===== src/rtl/vram_arb_pkg.sv =====
// vram_arb_pkg: shared encodings for the VRAM arbiter.
//   state_t : transaction FSM states (2-bit encoding)
//   grant_t : which requester owns the current transaction
package vram_arb_pkg;

  typedef enum logic [1:0] {
    IDLE  = 2'd0,
    ISSUE = 2'd1,
    WAIT  = 2'd2,
    RESP  = 2'd3
  } state_t;

  typedef enum logic {
    GRANT_DISP = 1'b0,
    GRANT_CPU  = 1'b1
  } grant_t;

endpackage


===== src/rtl/vram_arbiter.sv =====
// vram_arbiter: arbitrates display refresh reads and CPU reads/writes onto a
// single QSPI SRAM controller command port, one transaction at a time.
//
// Ports
//   clk, reset_n                    clock, asynchronous active-low reset
//   disp_req/disp_addr              display read request (level, held to ack)
//   disp_ack/disp_rdata             display completion pulse and read data
//   cpu_req/cpu_we/cpu_addr/
//   cpu_wdata                       CPU request (level, held to ack)
//   cpu_ack/cpu_rdata               CPU completion pulse and read data
//   err                             pulses with an ack whose transaction timed out
//   sram_start/sram_we/sram_addr/
//   sram_wdata                      command strobe and command fields
//   sram_done/sram_rdata            controller completion and read data
//
// The display has priority, but after MAX_DISP_RUN consecutive display grants
// made while the CPU was waiting, the CPU takes the next slot.
module vram_arbiter
  import vram_arb_pkg::*;
#(
  parameter int ADDR_WIDTH     = 16,
  parameter int DATA_WIDTH     = 16,
  parameter int MAX_DISP_RUN   = 4,
  parameter int TIMEOUT_CYCLES = 255
) (
  input  logic                  clk,
  input  logic                  reset_n,
  input  logic                  disp_req,
  input  logic [ADDR_WIDTH-1:0] disp_addr,
  output logic                  disp_ack,
  output logic [DATA_WIDTH-1:0] disp_rdata,
  input  logic                  cpu_req,
  input  logic                  cpu_we,
  input  logic [ADDR_WIDTH-1:0] cpu_addr,
  input  logic [DATA_WIDTH-1:0] cpu_wdata,
  output logic                  cpu_ack,
  output logic [DATA_WIDTH-1:0] cpu_rdata,
  output logic                  err,
  output logic                  sram_start,
  output logic                  sram_we,
  output logic [ADDR_WIDTH-1:0] sram_addr,
  output logic [DATA_WIDTH-1:0] sram_wdata,
  input  logic                  sram_done,
  input  logic [DATA_WIDTH-1:0] sram_rdata
);

  localparam int RW = $clog2(MAX_DISP_RUN + 1);
  localparam int TW = $clog2(TIMEOUT_CYCLES + 1);
  localparam logic [RW-1:0] RUN_MAX  = RW'(MAX_DISP_RUN);
  localparam logic [TW-1:0] TCNT_END = TW'(TIMEOUT_CYCLES - 1);

  state_t                state, state_next;
  grant_t                grant, win;
  logic [RW-1:0]         run_cnt;
  logic [TW-1:0]         tcnt;
  logic                  timeout_flag;
  logic                  done_q;
  logic [DATA_WIDTH-1:0] rdata_q;

  // Fixed priority with an anti-starvation override for the CPU.
  function automatic grant_t arbitrate(input logic d_req, input logic c_req,
                                       input logic [RW-1:0] run);
    if (c_req && (!d_req || run == RUN_MAX)) return GRANT_CPU;
    return GRANT_DISP;
  endfunction

  // Command registers drive the SRAM port directly, so the command fields are
  // stable from ISSUE through the whole WAIT phase.
  logic                  cmd_we;
  logic [ADDR_WIDTH-1:0] cmd_addr;
  logic [DATA_WIDTH-1:0] cmd_wdata;

  assign sram_we    = cmd_we;
  assign sram_addr  = cmd_addr;
  assign sram_wdata = cmd_wdata;

  always_ff @(posedge clk or negedge reset_n) begin
    if (!reset_n) state <= IDLE;
    else          state <= state_next;
  end

  always_comb begin
    state_next = state;
    win        = arbitrate(disp_req, cpu_req, run_cnt);
    sram_start = 1'b0;
    disp_ack   = 1'b0;
    cpu_ack    = 1'b0;
    err        = 1'b0;
    case (state)
      IDLE:  if (disp_req || cpu_req) state_next = ISSUE;
      ISSUE: begin
        sram_start = 1'b1;
        state_next = WAIT;
      end
      WAIT:  if (done_q || tcnt == TCNT_END) state_next = RESP;
      RESP: begin
        disp_ack   = (grant == GRANT_DISP);
        cpu_ack    = (grant == GRANT_CPU);
        err        = timeout_flag;
        state_next = IDLE;
      end
      default: state_next = IDLE;
    endcase
  end

  // sram_done/sram_rdata are registered on entry; WAIT acts on the registered
  // copy, which places the ack two cycles after the controller's done pulse.
  always_ff @(posedge clk or negedge reset_n) begin
    if (!reset_n) begin
      grant        <= GRANT_DISP;
      run_cnt      <= '0;
      tcnt         <= '0;
      timeout_flag <= 1'b0;
      done_q       <= 1'b0;
      rdata_q      <= '0;
      cmd_we       <= 1'b0;
      cmd_addr     <= '0;
      cmd_wdata    <= '0;
      disp_rdata   <= '0;
      cpu_rdata    <= '0;
    end else begin
      done_q  <= sram_done;
      rdata_q <= sram_rdata;
      case (state)
        IDLE: begin
          tcnt         <= '0;
          timeout_flag <= 1'b0;
          if (!cpu_req) run_cnt <= '0;
          if (disp_req || cpu_req) begin
            grant <= win;
            if (win == GRANT_CPU) begin
              run_cnt   <= '0;
              cmd_we    <= cpu_we;
              cmd_addr  <= cpu_addr;
              cmd_wdata <= cpu_wdata;
            end else begin
              // Only display grants that made the CPU wait count toward the run.
              if (cpu_req && run_cnt != RUN_MAX) run_cnt <= run_cnt + RW'(1);
              cmd_we    <= 1'b0;
              cmd_addr  <= disp_addr;
              cmd_wdata <= '0;
            end
          end
        end
        WAIT: begin
          if (done_q) begin
            if (grant == GRANT_DISP) disp_rdata <= rdata_q;
            else                     cpu_rdata  <= cmd_we ? '0 : rdata_q;
          end else if (tcnt == TCNT_END) begin
            timeout_flag <= 1'b1;
            if (grant == GRANT_DISP) disp_rdata <= '0;
            else                     cpu_rdata  <= '0;
          end else begin
            tcnt <= tcnt + TW'(1);
          end
        end
        default: ;
      endcase
    end
  end

endmodule

===== config.mk =====
export PLATFORM = sky130hd
export DESIGN_NAME = vram_arbiter
export DESIGN_NICKNAME = d
export VERILOG_FILES = /design/src/rtl/vram_arb_pkg.sv /design/src/rtl/vram_arbiter.sv
export SDC_FILE = /design/constraint.sdc
export NUM_CORES = 1
export LEC_CHECK = 0
export ABC_AREA = 1
export BUFFER_PORTS_ARGS = -buffer_cell sky130_fd_sc_hd__buf_4
export CELL_PAD_IN_SITES_DETAIL_PLACEMENT = 1
export CELL_PAD_IN_SITES_GLOBAL_PLACEMENT = 1
export CORE_MARGIN = 2
export CORE_UTILIZATION = 41
export CTS_BUF_LIST = sky130_fd_sc_hd__clkbuf_8
export CTS_CLUSTER_DIAMETER = 200
export CTS_CLUSTER_SIZE = 30
export DETAILED_ROUTE_END_ITERATION = 10
export GPL_ROUTABILITY_DRIVEN = 0
export GPL_TIMING_DRIVEN = 0
export PLACE_DENSITY_LB_ADDON = 0.1
export SYNTH_ARGS = -nofsm -noshare
export SYNTH_HDL_FRONTEND = slang
export SYNTH_SLANG_ARGS = --single-unit

===== constraint.sdc =====
create_clock -name clk -period 3.3 [get_ports clk]
set_clock_uncertainty 0.1 [all_clocks]
set_input_delay 0.165 -clock clk [delete_from_list [all_inputs] [get_ports clk]]
set_output_delay 0.165 -clock clk [all_outputs]
set_load 0.02 [all_outputs]

# After elaboration in Yosys (flattened, before gate mapping)
# Index checks and enable logic that the tools add are counted.
# Widths: inputs -> output; s select.
# classes
n_addsub	2
eq_ne	15
muxes	32
bitwise_logic	1
reduce_logical	15
# ops
cell	count
$mux 16	11
$ne 2x2->1 const B	9
$mux 8	2
$pmux 8 s2	1
$mux 3	4
$mux 1	10
$add 8x1->8 const B	1
$eq 8x8->1 const B	1
$pmux 2 s4	1
$reduce_and 4->1	2
$reduce_and 3->1	2
$eq 2x2->1 const B	2
$mux 2	2
$reduce_and 2->1	2
$reduce_bool 2->1	2
$add 3x1->3 const B	1
$eq 3x3->1 const B	1
$logic_or 1x1->1	3
$ne 3x3->1 const B	1
$eq 2x1->1 const B	1
$logic_and 1x1->1	2
$logic_not 2->1	1
$pmux 1 s2	1
$logic_not 1->1	1
$not 1->1	1
# word_totals
ff_bits	97
inputBits	70
out_inout_bits	69
wordCells	77

# Longest topological paths before layout
# depth
depth_word	7
depth_mapped	10

# Worst setup path before layout
# OpenSTA, ideal clock, no wires.
# synth_path
kind	reg-to-reg
from	register state[0]
to	register cmd_addr[6] (netlist: sram_addr[6])
t_arrival_ps	1319
setup_slack_ps	1757
stages_incl_launch_ff	9
period_less_slack_ps	1543
cell_sequence	dfrtp_1 inv_1 ha_1 inv_1 a21oi_2 inv_1 buf_2 nand2_1 nand3_1
# synth_via
elab_chain_len	2
# synth_rtl
item	line_no	text
start: declaration	vram_arbiter.sv:52	state_t state, state_next;
start signal: assignment	vram_arbiter.sv:79	else state <= state_next;
$logic_not 2->1	vram_arbiter.sv:124	case (state)
$reduce_and 2->1 (no source line)	--	
end signal: assignment	vram_arbiter.sv:134	cmd_addr <= cpu_addr;
end signal: assignment	vram_arbiter.sv:140	cmd_addr <= disp_addr;
end: declaration	vram_arbiter.sv:70	logic [ADDR_WIDTH-1:0] cmd_addr;
# No other way between the ends.
# A chain may end at the register's enable or synchronous reset.

# Final worst setup path
# layout_path
from	register state[1]
to	register cmd_addr[12] (netlist: sram_addr[12])
# The elaborated chain is that of the path after synthesis.

==> summary.md <==
| Metric | Value |
|---|---|
| Comb pwr share | 0.485 |
| Final hold slack | -0.0526 ns |
| Grt met3 use | 0.0749 |
| Initial DRC count | 191 |
| Initial DRT Pass Iterations | 4 |
| Synth top area cells | dfrtp_1 (58%), nand2_1 (20%), nand4_1 (4.8%) |
| Failing checks | negative hold slack |
| F_max | 383 MHz |
| Slowest-stage cell, CP | dlygate4sd3_1 |
| Nets | 773 |
| Routed Antenna Nets | 0 |
| Synthesis Warnings | 0 |
| Skew-Pair Late Insertion Delay | 0.37 ns |
| Busiest layer in global routing | met2 |
| Crit Path Max Fanout | 10 |
| Worst Path Required | 3.46 ns |
| Clock Tree Root | clkbuf_8 |
| TritonCTS Sinks | 97 |
| Synth unique cells | 27 |
| Area share of the largest cell type after synthesis | 0.581 |
| P_leak | 3.33 nW |
| Initial antenna violation count | 0 |
| Adder-Cell Fraction of Synth Area | 0.0240 |
| Hold Path Class | input pin to asynchronous set/reset pin |
| Crit-path max cell delay | 0.57 ns |
| Cell area power density | 813 mW/mm2 |
| CTS tree | built |
| Crit-path cells | inv_1 > ha_1 > inv_1 > a21oi_2 > inv_1 > buf_2 > nand2_1 > nand3_1 > dlygate4sd3_1 |
| Final instance area | 0.00622 mm2 |
| First-pass GRT wire length | 26,200 um |
| Data arrival, critical path | 2.77 ns |
| Pin count of the biggest net entering global routing | 98 |
| Max_slew headroom | 0.178 |
| Die H | 105 um |
| # H-tree levels | 3 |
| Sequential share of the synthesized area | 0.581 |
| CP Class | register to register |
| Synth Instances | 480 |
| Startpoint types | register |
| I/O Buffers | 138 |
| Tot GR Track Use | 0.309 |
| CTS max path bufs | 2 |
| Gr ovfl total | 0 |
| Switch Pwr | 2.20 mW |
| Top post-synthesis cells by count | nand2_1 (218), dfrtp_1 (97), nand4_1 (32), nand3_1 (28), nor2_1 (26) |
| Internal | 2.86 mW |
| Minimum clock period | 2.61 ns |
| Clock share of power | 0.152 |
| Setup violations, final | 0 |
| Synthesized area per cell | 8.70 um2 |
| Drt drc | 0 |
| Placed inst area | 0.00538 mm2 |
| Share of cells above drive strength 1 | 0.250 |
| Net Sw Frac | 0.435 |
| EDFF count, synth | 0 |
| Worst-path clk slew | 0.10 ns |
| Total core area | 0.00982 mm2 |
| Most numerous cell in the Yosys netlist | nand2_1 |
| Synth Area in Compound Gates | 0.0165 |
| Yosys top cell by area | dfrtp_1 |
| Final Hold Fails | 84 |
| Mapped cell area | 0.00418 mm2 |
| Final Max Tran Viols | 0 |
| Die Width | 105 um |
| Met2 usage in global routing | 0.545 |
| Layout area overhead | 49.0% |
| Outcome | complete, but fails checks |
| Maximum vdd drop | 0.381 mV |
| Fillers | 1,182 |
| Largest family of logic cells by synthesized area | simple AND/OR/NAND/NOR gates |
| Num CTS Buffers | 9 |
| Cell Rows | 36 |
| Met1 Use GR | 0.363 |
| Power Total | 5.06 mW |
| Unrepaired setup endpoints after global routing | false |
| DRT Wirelength | 16,400 um |
| Vias in the first global route | 4,775 |
| Xor/xnor share of the synthesized area | 0.00419 |
| Initial core utilization | 0.425 |
| Setup_tns | 0 ns |
| Post-Synth Simple-Gate Area | 0.320 |
| Worst-Margin Slew | 1.23 ns |
| Final Cycle Share | 0.790 |
| Synthesis-stage register bit count | 97 |
| Post-synthesis mux area share | 0 |
| Drt via density | 5.16 |
| Async SR Flop Fraction | 1.00 |
| Top FF cell, synth | dfrtp_1 |
| Die area | 0.0110 mm2 |
| Ant. Diodes | 0 |
| Sequential Power Share | 0.363 |
| DR WL/cell | 19.7 um |
| Via count | 4,295 |
| Max Cap Viol | 0 |
| Syn nets | 558 |
| Most used cell, CP | inv_1 |
| Crit. End Element | register |
| Io pins | 139 |
| Detail Placement HPWL | 8930 um |
-- critical path: cells and delay by family, from the launching register on --
family                   cells  cell delay, ns
buffers and inverters        5            1.26
adder cells (fa/ha/maj)      1            0.26
AO/OA/AOI/OAI                1            0.24
flip-flops                   1            0.43
AND/OR/NAND/NOR              2            0.20
-- kinds of logic (layout without fill, tap and decap cells) --
kind of cell             count (synthesis)  in the layout
AO/OA/AOI/OAI                           12             12
XOR/XNOR                                 2              2
adder cells (fa/ha/maj)                  8              8
buffers and inverters                   49            269
flip-flops                              97             97
AND/OR/NAND/NOR                        312            312
-- power groups by stage --
| stage | Clock, mW | Sequential (mW) | Combinational [mW] |
|---|---|---|---|
| 3_5_place_dp | 0 | 1.81 | 2.09 |
| 5_1_grt | 0.818 | 1.87 | 2.64 |
| 3_3_place_gp | 0 | 1.79 | 2.01 |
| 2_1_floorplan | 0 | 2.16 | 0.802 |
| 4_1_cts | 0.749 | 1.79 | 2.32 |
| 6_report | 0.771 | 1.84 | 2.45 |
-- stage by stage --
step / setup slack [ns] / util / cells
2_1_floorplan: 1.76 / - / 480
6_report: 0.692 / 0.634 / 833
4_1_cts: 0.854 / 0.634 / 833
3_3_place_gp: 1.48 / 0.548 / 751
5_1_grt: 0.541 / 0.634 / 833
3_5_place_dp: 1.42 / 0.548 / 751
-- cells in the final DEF (no fill, tap or decap), types with 2 or more instances in the layout --
master / instances
buf_2: 9
buf_4: 142
buf_6: 2
clkbuf_1: 9
clkbuf_8: 11
clkinvlp_4: 2
dfrtp_1: 97
dlygate4sd3_1: 66
ha_1: 8
inv_1: 25
nand2_1: 218
nand3_1: 28
nand3_4: 2
nand4_1: 32
nor2_1: 26
o21ai_0: 8
-- path summary, 6_finish.rpt --
check                               startpoint        endpoint  slack (ns)  cells after the start
max in group asynchronous              reset_n         tcnt[7]        2.37                      1
worst min register to register  disp_rdata[12]  disp_rdata[12]        0.39                      2
min in group clk                      disp_req      run_cnt[2]        0.19                      5
worst min-delay path                   reset_n   cpu_rdata[14]       -0.05                      1
worst max-delay path                  state[1]   sram_addr[12]        0.69                      9
worst max register to register        state[1]   sram_addr[12]        0.69                      9
-- metal layers --
layer | share of wire | vias up
met4 | 0.028 | 0
met1 | 0.40 | 2153
met5 | 0 | -
met2 | 0.51 | 162
li1 | - | 1950
met3 | 0.058 | 30
-- registers in the layout, summed over array words and instances, names as in the netlist --
signal        flops
cpu_rdata        16
disp_rdata       16
tcnt              8
timeout_flag      1
sram_addr        16
done_q            1
grant             1
sram_we           1
rdata_q          16
state             2
sram_wdata       16
run_cnt           3
-- repair_timing --
action	4_1_cts	5_1_grt
hold buffers	66	0
resized for setup	0	0
endpoints found under the hold margin	50	0
setup buffers	0	0
-- layout make-up --
cell class	instances	area, um2	area share
buffer	24	131	0.0211
sequential	97	2430	0.390
tap	133	166	0.0267
multi-input combinational	334	1530	0.245
clock buffer	11	151	0.0243
timing repair buffer	204	1700	0.273
clock inverter	5	31.3	0.00503
inverter	25	93.8	0.0151
No activity file was read; power rests on OpenSTA's default activity.
